[src/rtl/arith_pkg.sv]
// Shared definitions for the arithmetic unit.
//   WIDTH  : datapath width of the add/subtract unit and the divider
//   ITER   : number of restoring-division iterations (one per quotient bit)
//   CNT_W  : width of the iteration counter (holds 0..ITER)
//   state_e: divider control states
package arith_pkg;

    localparam int WIDTH = 16;
    localparam int ITER  = 16;
    localparam int CNT_W = 5;

    typedef enum logic [1:0] {
        IDLE = 2'd0,
        RUN  = 2'd1,
        DONE = 2'd2
    } state_e;

endpackage

[src/rtl/add_subt_16bits.sv]
// 16-bit combinational adder/subtractor.
//   op0, op1 : operands
//   x        : 0 = op0 + op1, 1 = op0 - op1 (two's complement, op1 inverted plus carry-in)
//   result   : sum/difference modulo 2^16
//   cout     : carry out; in subtract mode 1 means no borrow (op0 >= op1)
module add_subt_16bits
    import arith_pkg::*;
(
    input  logic [WIDTH-1:0] op0,
    input  logic [WIDTH-1:0] op1,
    input  logic             x,
    output logic [WIDTH-1:0] result,
    output logic             cout
);

    logic [WIDTH-1:0] op1_eff;
    logic [WIDTH:0]   sum;

    assign op1_eff = op1 ^ {WIDTH{x}};
    assign sum     = {1'b0, op0} + {1'b0, op1_eff} + {{WIDTH{1'b0}}, x};
    assign result  = sum[WIDTH-1:0];
    assign cout    = sum[WIDTH];

endmodule

[src/rtl/div_seq_16bits.sv]
// Sequential 16-bit unsigned restoring divider, one trial subtraction per clock.
//   clk, rst_n   : clock, asynchronous active-low reset
//   start        : request a division (only honoured in IDLE)
//   dividend     : unsigned dividend, captured on the accepted start
//   divisor      : unsigned divisor, captured on the accepted start
//   busy         : high while iterating
//   done         : one-cycle pulse, results valid from this cycle on
//   quotient     : quotient, held until the next accepted start
//   remainder    : remainder, held until the next accepted start
//   div_by_zero  : set with done when divisor was 0
module div_seq_16bits
    import arith_pkg::*;
(
    input  logic             clk,
    input  logic             rst_n,
    input  logic             start,
    input  logic [WIDTH-1:0] dividend,
    input  logic [WIDTH-1:0] divisor,
    output logic             busy,
    output logic             done,
    output logic [WIDTH-1:0] quotient,
    output logic [WIDTH-1:0] remainder,
    output logic             div_by_zero
);

    state_e           state_q, state_d;
    logic [CNT_W-1:0] cnt_q, cnt_d;
    logic [WIDTH-1:0] q_q, q_d;
    logic [WIDTH-1:0] r_q, r_d;
    logic [WIDTH-1:0] d_q, d_d;
    logic             busy_q, busy_d;
    logic             done_q, done_d;
    logic             dbz_q, dbz_d;

    logic [WIDTH:0]   s;
    logic [WIDTH-1:0] sub_res;
    logic             sub_cout;
    logic             take;

    // Shift the next dividend bit into the partial remainder.
    assign s = {r_q, q_q[WIDTH-1]};

    add_subt_16bits u_sub (
        .op0    (s[WIDTH-1:0]),
        .op1    (d_q),
        .x      (1'b1),
        .result (sub_res),
        .cout   (sub_cout)
    );

    // S[16]=1 means S >= 2^16 > D, so the subtraction always succeeds and
    // the 16-bit result is exact even though cout reports a borrow.
    assign take = s[WIDTH] | sub_cout;

    always_comb begin
        state_d = state_q;
        cnt_d   = cnt_q;
        q_d     = q_q;
        r_d     = r_q;
        d_d     = d_q;
        dbz_d   = dbz_q;
        case (state_q)
            IDLE: begin
                if (start) begin
                    if (divisor != '0) begin
                        q_d     = dividend;
                        r_d     = '0;
                        d_d     = divisor;
                        cnt_d   = '0;
                        dbz_d   = 1'b0;
                        state_d = RUN;
                    end else begin
                        q_d     = '1;
                        r_d     = dividend;
                        dbz_d   = 1'b1;
                        state_d = DONE;
                    end
                end
            end
            RUN: begin
                r_d   = take ? sub_res : s[WIDTH-1:0];
                q_d   = {q_q[WIDTH-2:0], take};
                cnt_d = cnt_q + CNT_W'(1);
                if (cnt_q == CNT_W'(ITER - 1)) begin
                    state_d = DONE;
                end
            end
            DONE: begin
                state_d = IDLE;
            end
            default: begin
                state_d = IDLE;
            end
        endcase
        // Status outputs are registered copies of the next state.
        busy_d = (state_d == RUN);
        done_d = (state_d == DONE);
    end

    always_ff @(posedge clk or negedge rst_n) begin
        if (!rst_n) begin
            state_q <= IDLE;
            cnt_q   <= '0;
            q_q     <= '0;
            r_q     <= '0;
            d_q     <= '0;
            busy_q  <= 1'b0;
            done_q  <= 1'b0;
            dbz_q   <= 1'b0;
        end else begin
            state_q <= state_d;
            cnt_q   <= cnt_d;
            q_q     <= q_d;
            r_q     <= r_d;
            d_q     <= d_d;
            busy_q  <= busy_d;
            done_q  <= done_d;
            dbz_q   <= dbz_d;
        end
    end

    assign busy        = busy_q;
    assign done        = done_q;
    assign quotient    = q_q;
    assign remainder   = r_q;
    assign div_by_zero = dbz_q;

endmodule

[config.mk]
export PLATFORM = sky130hd
export DESIGN_NAME = div_seq_16bits
export DESIGN_NICKNAME = d
export VERILOG_FILES = /design/src/rtl/arith_pkg.sv /design/src/rtl/add_subt_16bits.sv /design/src/rtl/div_seq_16bits.sv
export SDC_FILE = /design/constraint.sdc
export NUM_CORES = 1
export LEC_CHECK = 0
export CORE_MARGIN = 1.5
export CORE_UTILIZATION = 56
export DETAILED_ROUTE_END_ITERATION = 7
export PLACE_DENSITY = 0.86
export SYNTH_ARGS = -nofsm -noshare
export SYNTH_HDL_FRONTEND = slang
export SYNTH_SLANG_ARGS = --single-unit
[constraint.sdc]
create_clock -name clk -period 4.7 [get_ports clk]
set_input_delay 0.94 -clock clk [delete_from_list [all_inputs] [get_ports clk]]
set_output_delay 0.94 -clock clk [all_outputs]
set_load 0.02 [all_outputs]
==> flow_metrics.env, run 1 <==
export IMPL_core_mm2=0.00596
export IMPL_yosys_area_share_adder_pct=7.05
export IMPL_dieArea_mm2=0.00669
export IMPL_ys_flop_type="dfrtp_1"
export IMPL_ys_ff_latch=58
export IMPL_fin_crit_ps=3170
export IMPL_cts_repair_resized=0
export IMPL_combPwrFrac_pct=63.3
export IMPL_cts_setup_buffers=0
export IMPL_drv_cap=0
export IMPL_synth_top_family_by_area="compound AO/OA/AOI/OAI gates"
export IMPL_hold_violations=0
export IMPL_hp_class="reg2reg"
export IMPL_clkLatencyLatePin_ps=350
export IMPL_grt_overflow=0
export IMPL_dp_slack_ps=1390
export IMPL_dieWidth_um=81.8
export IMPL_setup_tns_ps=0
export IMPL_setup_viol=0
export IMPL_gp_congestion=0.879
export IMPL_vias_per_cell=6.26
export IMPL_grt_max_degree=59
export IMPL_ioPinCount=70
export IMPL_arrival_ps=3430
export IMPL_rr_worst_depth=10
export IMPL_syn_nets=454
export IMPL_htreeDepth=3
export IMPL_synth_warnings=0
export IMPL_crit_path_end_kind="register"
export IMPL_diodes=0
export IMPL_fp_row_count=28
export IMPL_num_vias=3387
export IMPL_rrSetupSlack_ps=1530
export IMPL_clock_skew_ps=9.13
export IMPL_power_density_mw_per_mm2=918
export IMPL_start_util_pct=58.4
export IMPL_max_freq_mhz=315
export IMPL_dpl_hpwl_mm=6.61
export IMPL_hold_ws_ps=489
export IMPL_final_common_cell="clkdlybuf4s50_1"
export IMPL_seq_area_frac_synth_pct=41.7
export IMPL_fin_util_pct=74.3
export IMPL_power_switching_mw=1.89
export IMPL_cts_sinks=58
export IMPL_fin_ws_ps=1530
export IMPL_grt_pass1_vias=3205
export IMPL_power_frac_clock_pct=13.0
export IMPL_synth_compound_area_share_pct=24.1
export IMPL_layout_common_cells="clkdlybuf4s50_1 (68), nand2_1 (60), dfrtp_1 (58)"
export IMPL_synth_distinct_cells=49
export IMPL_drt_wl_total_mm=9.33
export IMPL_synth_edf_count=0
export IMPL_p_sw_share_pct=46.4
export IMPL_antenna_found_initial=0
export IMPL_status="finished clean"
export IMPL_placed_cells=525
export IMPL_min_delay_worst_endpoint="cnt_q[4]"
export IMPL_r2r_start="quotient[15]"
export IMPL_cts_buffer_depth=2
export IMPL_yosys_area_share_simple_pct=17.1
export IMPL_rsz0062_at_grt="false"
export IMPL_fp_dieH_um=81.8
export IMPL_maxSlewHeadroom_pct=31.4
export IMPL_reg2reg_to="remainder[12]"
export IMPL_cts_buffers=9
export IMPL_synthMuxAreaShare_pct=1.73
export IMPL_grt_usage_pct=29.7
export IMPL_crit_type="reg2reg"
export IMPL_ant_nets=0
export IMPL_postCtsHoldBufs=0
export IMPL_final_area_mm2=0.00443
export IMPL_cp_start_kind="register"
export IMPL_path_clk_slew_ps=70
export IMPL_layout_nets=515
export IMPL_place_area_mm2=0.00420
export IMPL_tightest_slew_ps=1030
export IMPL_intPower_mw=2.18
export IMPL_total_power_mw=4.06
export IMPL_worstPathMaxFanout=13
export IMPL_syn_area_per_cell_um2=8.69
export IMPL_initialDrtViolationCount=296
export IMPL_seqPwrFrac_pct=23.7
export IMPL_async_flop_share_pct=100
export IMPL_vdd_drop_max_mv=0.823
export IMPL_synth_xor_area_share_pct=3.02
export IMPL_firstDrtPassIters=5
export IMPL_drive_above_1_share_pct=6.01
export IMPL_crit_path_start="quotient[15]"
export IMPL_drc=0
export IMPL_synthCells=400
export IMPL_slew_violations=0
export IMPL_timing_critical_path_required_ps=4960
export IMPL_whs_path_depth=2
export IMPL_port_buffers=69
export IMPL_instances_no_fill=541
export IMPL_finalCritPeriodShare_pct=67.4
export IMPL_wl_per_cell_um=17.2
export IMPL_cts_tree="built"
export IMPL_min_from="cnt_q[4]"
export IMPL_cts_root_buf="clkbuf_8"
export IMPL_syn_area_mm2=0.00348
export IMPL_grt_pass1_wl_mm=15.1
export IMPL_synthToLayoutAreaGrowth_pct=27.3
export IMPL_p_leak_nw=1.93
-- worst max path at each step --
stage	to	depth (start not counted)
3_3_place_gp	remainder[1]	6
2_1_floorplan	remainder[14]	10
3_5_place_dp	d_q[2]	7
6_report	remainder[12]	10
5_1_grt	remainder[12]	10
4_1_cts	remainder[12]	10
-- layer usage --
metal  share of wire (%)  vias up  wire [µm]  GRT usage, %
met5                   0        -          0             0
met4                 3.5        0        327          13.4
met3                 5.8       32        539          6.44
met2                  51      137       4780          49.7
met1                  40     1653       3690          36.7
li1                    -     1565          -             -
-- state kept, by name, summed over array words and instances (netlist names) --
name         cells
state_q          2
cnt_q            5
busy             1
done             1
div_by_zero      1
d_q             16
remainder       16
quotient        16
-- kinds of logic after synthesis --
| kind of cell | Yosys count |
|---|---|
| AOI/OAI and AO/OA | 132 |
| adders and majority gates | 19 |
| xor gates and xnor gates | 12 |
| buffers and inverters | 45 |
| muxes | 6 |
| and+or+nand+nor | 128 |
| DFF | 58 |
-- layout make-up --
cell class / instances / area, µm²
Inverter: 20 / 75.1
Multi-Input combinational cell: 297 / 1850
Sequential cell: 58 / 1450
Clock buffer: 10 / 138
Fill cell: 451 / 1530
Clock inverter: 6 / 88.8
Timing Repair Buffer: 75 / 731
Tap cell: 75 / 93.8
-- worst max-delay path: stages (launching register included) --
cell	delay, ps
dfrtp_1	450
inv_1	90
ha_1	180
fa_1	220
inv_1	60
a21oi_1	210
o211ai_1	180
a221o_1	460
o21ai_1	770
a22oi_1	240
o211ai_1	220
-- power groups by stage --
stage	Sequential, mW	Combinational, mW	Clock (mW)
global route	0.983	2.84	0.558
global placement	0.953	2.43	0
detailed placement	0.962	2.53	0
floorplan	1.08	1.71	0
finish	0.961	2.57	0.529
CTS	0.956	2.56	0.532
-- Yosys cell counts (5+ instances only) --
cell type | n | area, µm²
a211oi_1 | 7 | 52.6
a21oi_1 | 19 | 95.1
a22oi_1 | 16 | 120
a31oi_1 | 12 | 75.1
and3_1 | 10 | 62.6
clkbuf_1 | 20 | 75.1
dfrtp_1 | 58 | 1450
ha_1 | 18 | 225
inv_1 | 20 | 75.1
mux2i_1 | 6 | 60.1
nand2_1 | 60 | 225
nand3_1 | 17 | 85.1
nor2_1 | 15 | 56.3
nor2b_1 | 5 | 31.3
nor3_1 | 5 | 25.0
o211ai_1 | 6 | 45.0
o21ai_0 | 34 | 170
o21ai_1 | 12 | 60.1
xnor2_1 | 5 | 43.8
xor2_1 | 7 | 61.3
Note: power is estimated with default switching activity, not from simulation.
==> run 2: changes to the inputs <==
--- a/config.mk
+++ b/config.mk
@@ -6,9 +6,9 @@
 export NUM_CORES = 1
 export LEC_CHECK = 0
 export CORE_MARGIN = 1.5
-export CORE_UTILIZATION = 56
+export CORE_UTILIZATION = 47
 export DETAILED_ROUTE_END_ITERATION = 7
-export PLACE_DENSITY = 0.86
+export PLACE_DENSITY = 0.77
 export SYNTH_ARGS = -nofsm -noshare
 export SYNTH_HDL_FRONTEND = slang
 export SYNTH_SLANG_ARGS = --single-unit
==> constraint.sdc (replaced) <==
create_clock -name clk -period 2.54 [get_ports clk]
set_input_delay 0.508 -clock clk [delete_from_list [all_inputs] [get_ports clk]]
set_output_delay 0.508 -clock clk [all_outputs]
set_load 0.02 [all_outputs]
==> run 2 against run 1 <==
  * Global-route usage decreased by 3.5 points
  * Routed wire length increased by 3.7%
  * Setup slack got worse by 1400 ps
  * Utilization decreased by 10 points
  * Count of clock-buffer cells in the layout increased by 3
  * Critical path type unchanged
  * Critical endpoint is now remainder[6]
  * Largest power group unchanged
  * Highest routed layer unchanged
==> flow_metrics.env, run 2 (synthesis gave the netlist of run 1 again) <==
export IMPL_status="finished clean"
export IMPL_grt_pass1_wl_mm=15.6
export IMPL_antenna_found_initial=0
export IMPL_hp_class="in2async"
export IMPL_power_density_mw_per_mm2=1680
export IMPL_rrSetupSlack_ps=100
export IMPL_grt_overflow=0
export IMPL_placed_cells=571
export IMPL_hold_violations=0
export IMPL_core_mm2=0.00721
export IMPL_clkLatencyLatePin_ps=350
export IMPL_cp_start_kind="register"
export IMPL_path_cells="ha_1, fa_2, inv_1, a21oi_1, o211ai_1, a221o_1, o21a_1, buf_12, mux2i_1, o211ai_1"
export IMPL_drc=0
export IMPL_critPathMostFrequentCell="o211ai_1"
export IMPL_instances_no_fill=587
export IMPL_tightest_slew_ps=707
export IMPL_final_common_cell="clkdlybuf4s50_1"
export IMPL_grt_max_degree=38
export IMPL_grtUsageMet3_pct=6.37
export IMPL_fin_crit_ps=2440
export IMPL_crit_type="reg2reg"
export IMPL_port_buffers=69
export IMPL_crit_path_end_kind="register"
export IMPL_diodes=0
export IMPL_ioPinCount=70
export IMPL_grtUsageMet2_pct=42.9
export IMPL_busiest_layer="met2"
export IMPL_vdd_drop_max_mv=1.15
export IMPL_layout_common_cells="clkdlybuf4s50_1 (68), nand2_1 (60), dfrtp_1 (58)"
export IMPL_hold_ws_ps=210
export IMPL_met1_usage_pct=33.9
export IMPL_wl_per_cell_um=16.5
export IMPL_dieWidth_um=89.0
export IMPL_drv_cap=0
export IMPL_start_util_pct=48.2
export IMPL_cp_slowest_cell="dfrtp_1"
export IMPL_timing_critical_path_required_ps=2750
export IMPL_slew_violations=0
export IMPL_cts_root_buf="clkbuf_8"
export IMPL_cts_buffers=9
export IMPL_grt_pass1_vias=3247
export IMPL_place_area_mm2=0.00443
export IMPL_firstDrtPassIters=5
export IMPL_cts_tree="built"
export IMPL_reg2reg_to="remainder[6]"
export IMPL_clock_skew_ps=11.3
export IMPL_layout_nets=538
export IMPL_drive_above_1_share_pct=10.7
export IMPL_setup_viol=0
export IMPL_postCtsHoldBufs=0
export IMPL_fp_dieH_um=89.0
export IMPL_max_freq_mhz=410
export IMPL_slowest_delay_ps=380
export IMPL_r2r_start="d_q[0]"
export IMPL_worstPathMaxFanout=15
export IMPL_final_area_mm2=0.00463
export IMPL_htreeDepth=3
export IMPL_p_leak_nw=2.03
export IMPL_maxSlewHeadroom_pct=52.8
export IMPL_fp_row_count=31
export IMPL_cts_buffer_depth=2
export IMPL_fin_util_pct=64.2
export IMPL_cts_sinks=58
export IMPL_drt_wl_total_mm=9.68
export IMPL_grt_usage_pct=26.3
export IMPL_dieArea_mm2=0.00792
export IMPL_dpl_hpwl_mm=7.29
export IMPL_vias_per_cell=5.80
export IMPL_num_vias=3404
export IMPL_path_clk_slew_ps=70
export IMPL_rsz0062_at_grt="true"
export IMPL_initialDrtViolationCount=225
export IMPL_rr_worst_depth=10
export IMPL_arrival_ps=2650
export IMPL_total_power_mw=7.77
export IMPL_finalCritPeriodShare_pct=96.1
export IMPL_ant_nets=0
export IMPL_gp_congestion=0.947
export IMPL_synthToLayoutAreaGrowth_pct=33.1
-- run 2: stage by stage --
stage,setup slack [ps],setup TNS (ps)
2_1_floorplan,60.0,0
6_report,99.6,0
3_3_place_gp,107,0
5_1_grt,-8.60,-8.60
4_1_cts,27.1,0
3_5_place_dp,54.3,0
-- run 2: power breakdown --
part	total, mW	internal [mW]	leakage (nW)	switching [mW]
clock	0.762	0.401	0.0855	0.361
sequential	1.74	1.40	0.707	0.340
combinational	5.27	2.42	1.24	2.85
total	7.77	4.22	2.03	3.55
-- run 2: routing by layer --
metal	wire [µm]	share of wire, %
met1	4210	43
met2	4790	49
met3	489	5.1
met4	196	2.0
met5	0	0
-- run 2: worst max-delay path by stage --
stage / from / end / slack [ps]
global route: remainder[3] / remainder[3] / -9
floorplan: remainder[3] / remainder[14] / 60
finish: d_q[0] / remainder[6] / 100
global placement: divisor[12] / cnt_q[1] / 110
CTS: d_q[0] / remainder[15] / 30
detailed placement: quotient[15] / remainder[15] / 50
-- run 2: final cells by class --
type	instances	area (µm²)
multi-input cells	297	1870
inverters	20	75.1
clock buffers	13	159
well taps	99	124
flip-flops and latches	58	1450
clock inverters	2	12.5
repair buffers	98	941
fillers	643	2580
-- run 2: timing repair --
item | CTS | global route
resized for setup | 0 | 4
setup endpoints to repair | 0 | 15
endpoints found under the hold margin | 0 | 0
buffers inserted | 0 | 1
-- run 2: critical path, delay by kind of cell (launching register included) --
kind                       cells  cell delay [ps]
DFF                            1              380
AOI/OAI and AO/OA              5              940
adders and majority gates      2              570
buffers and inverters          2              230
muxes                          1              190
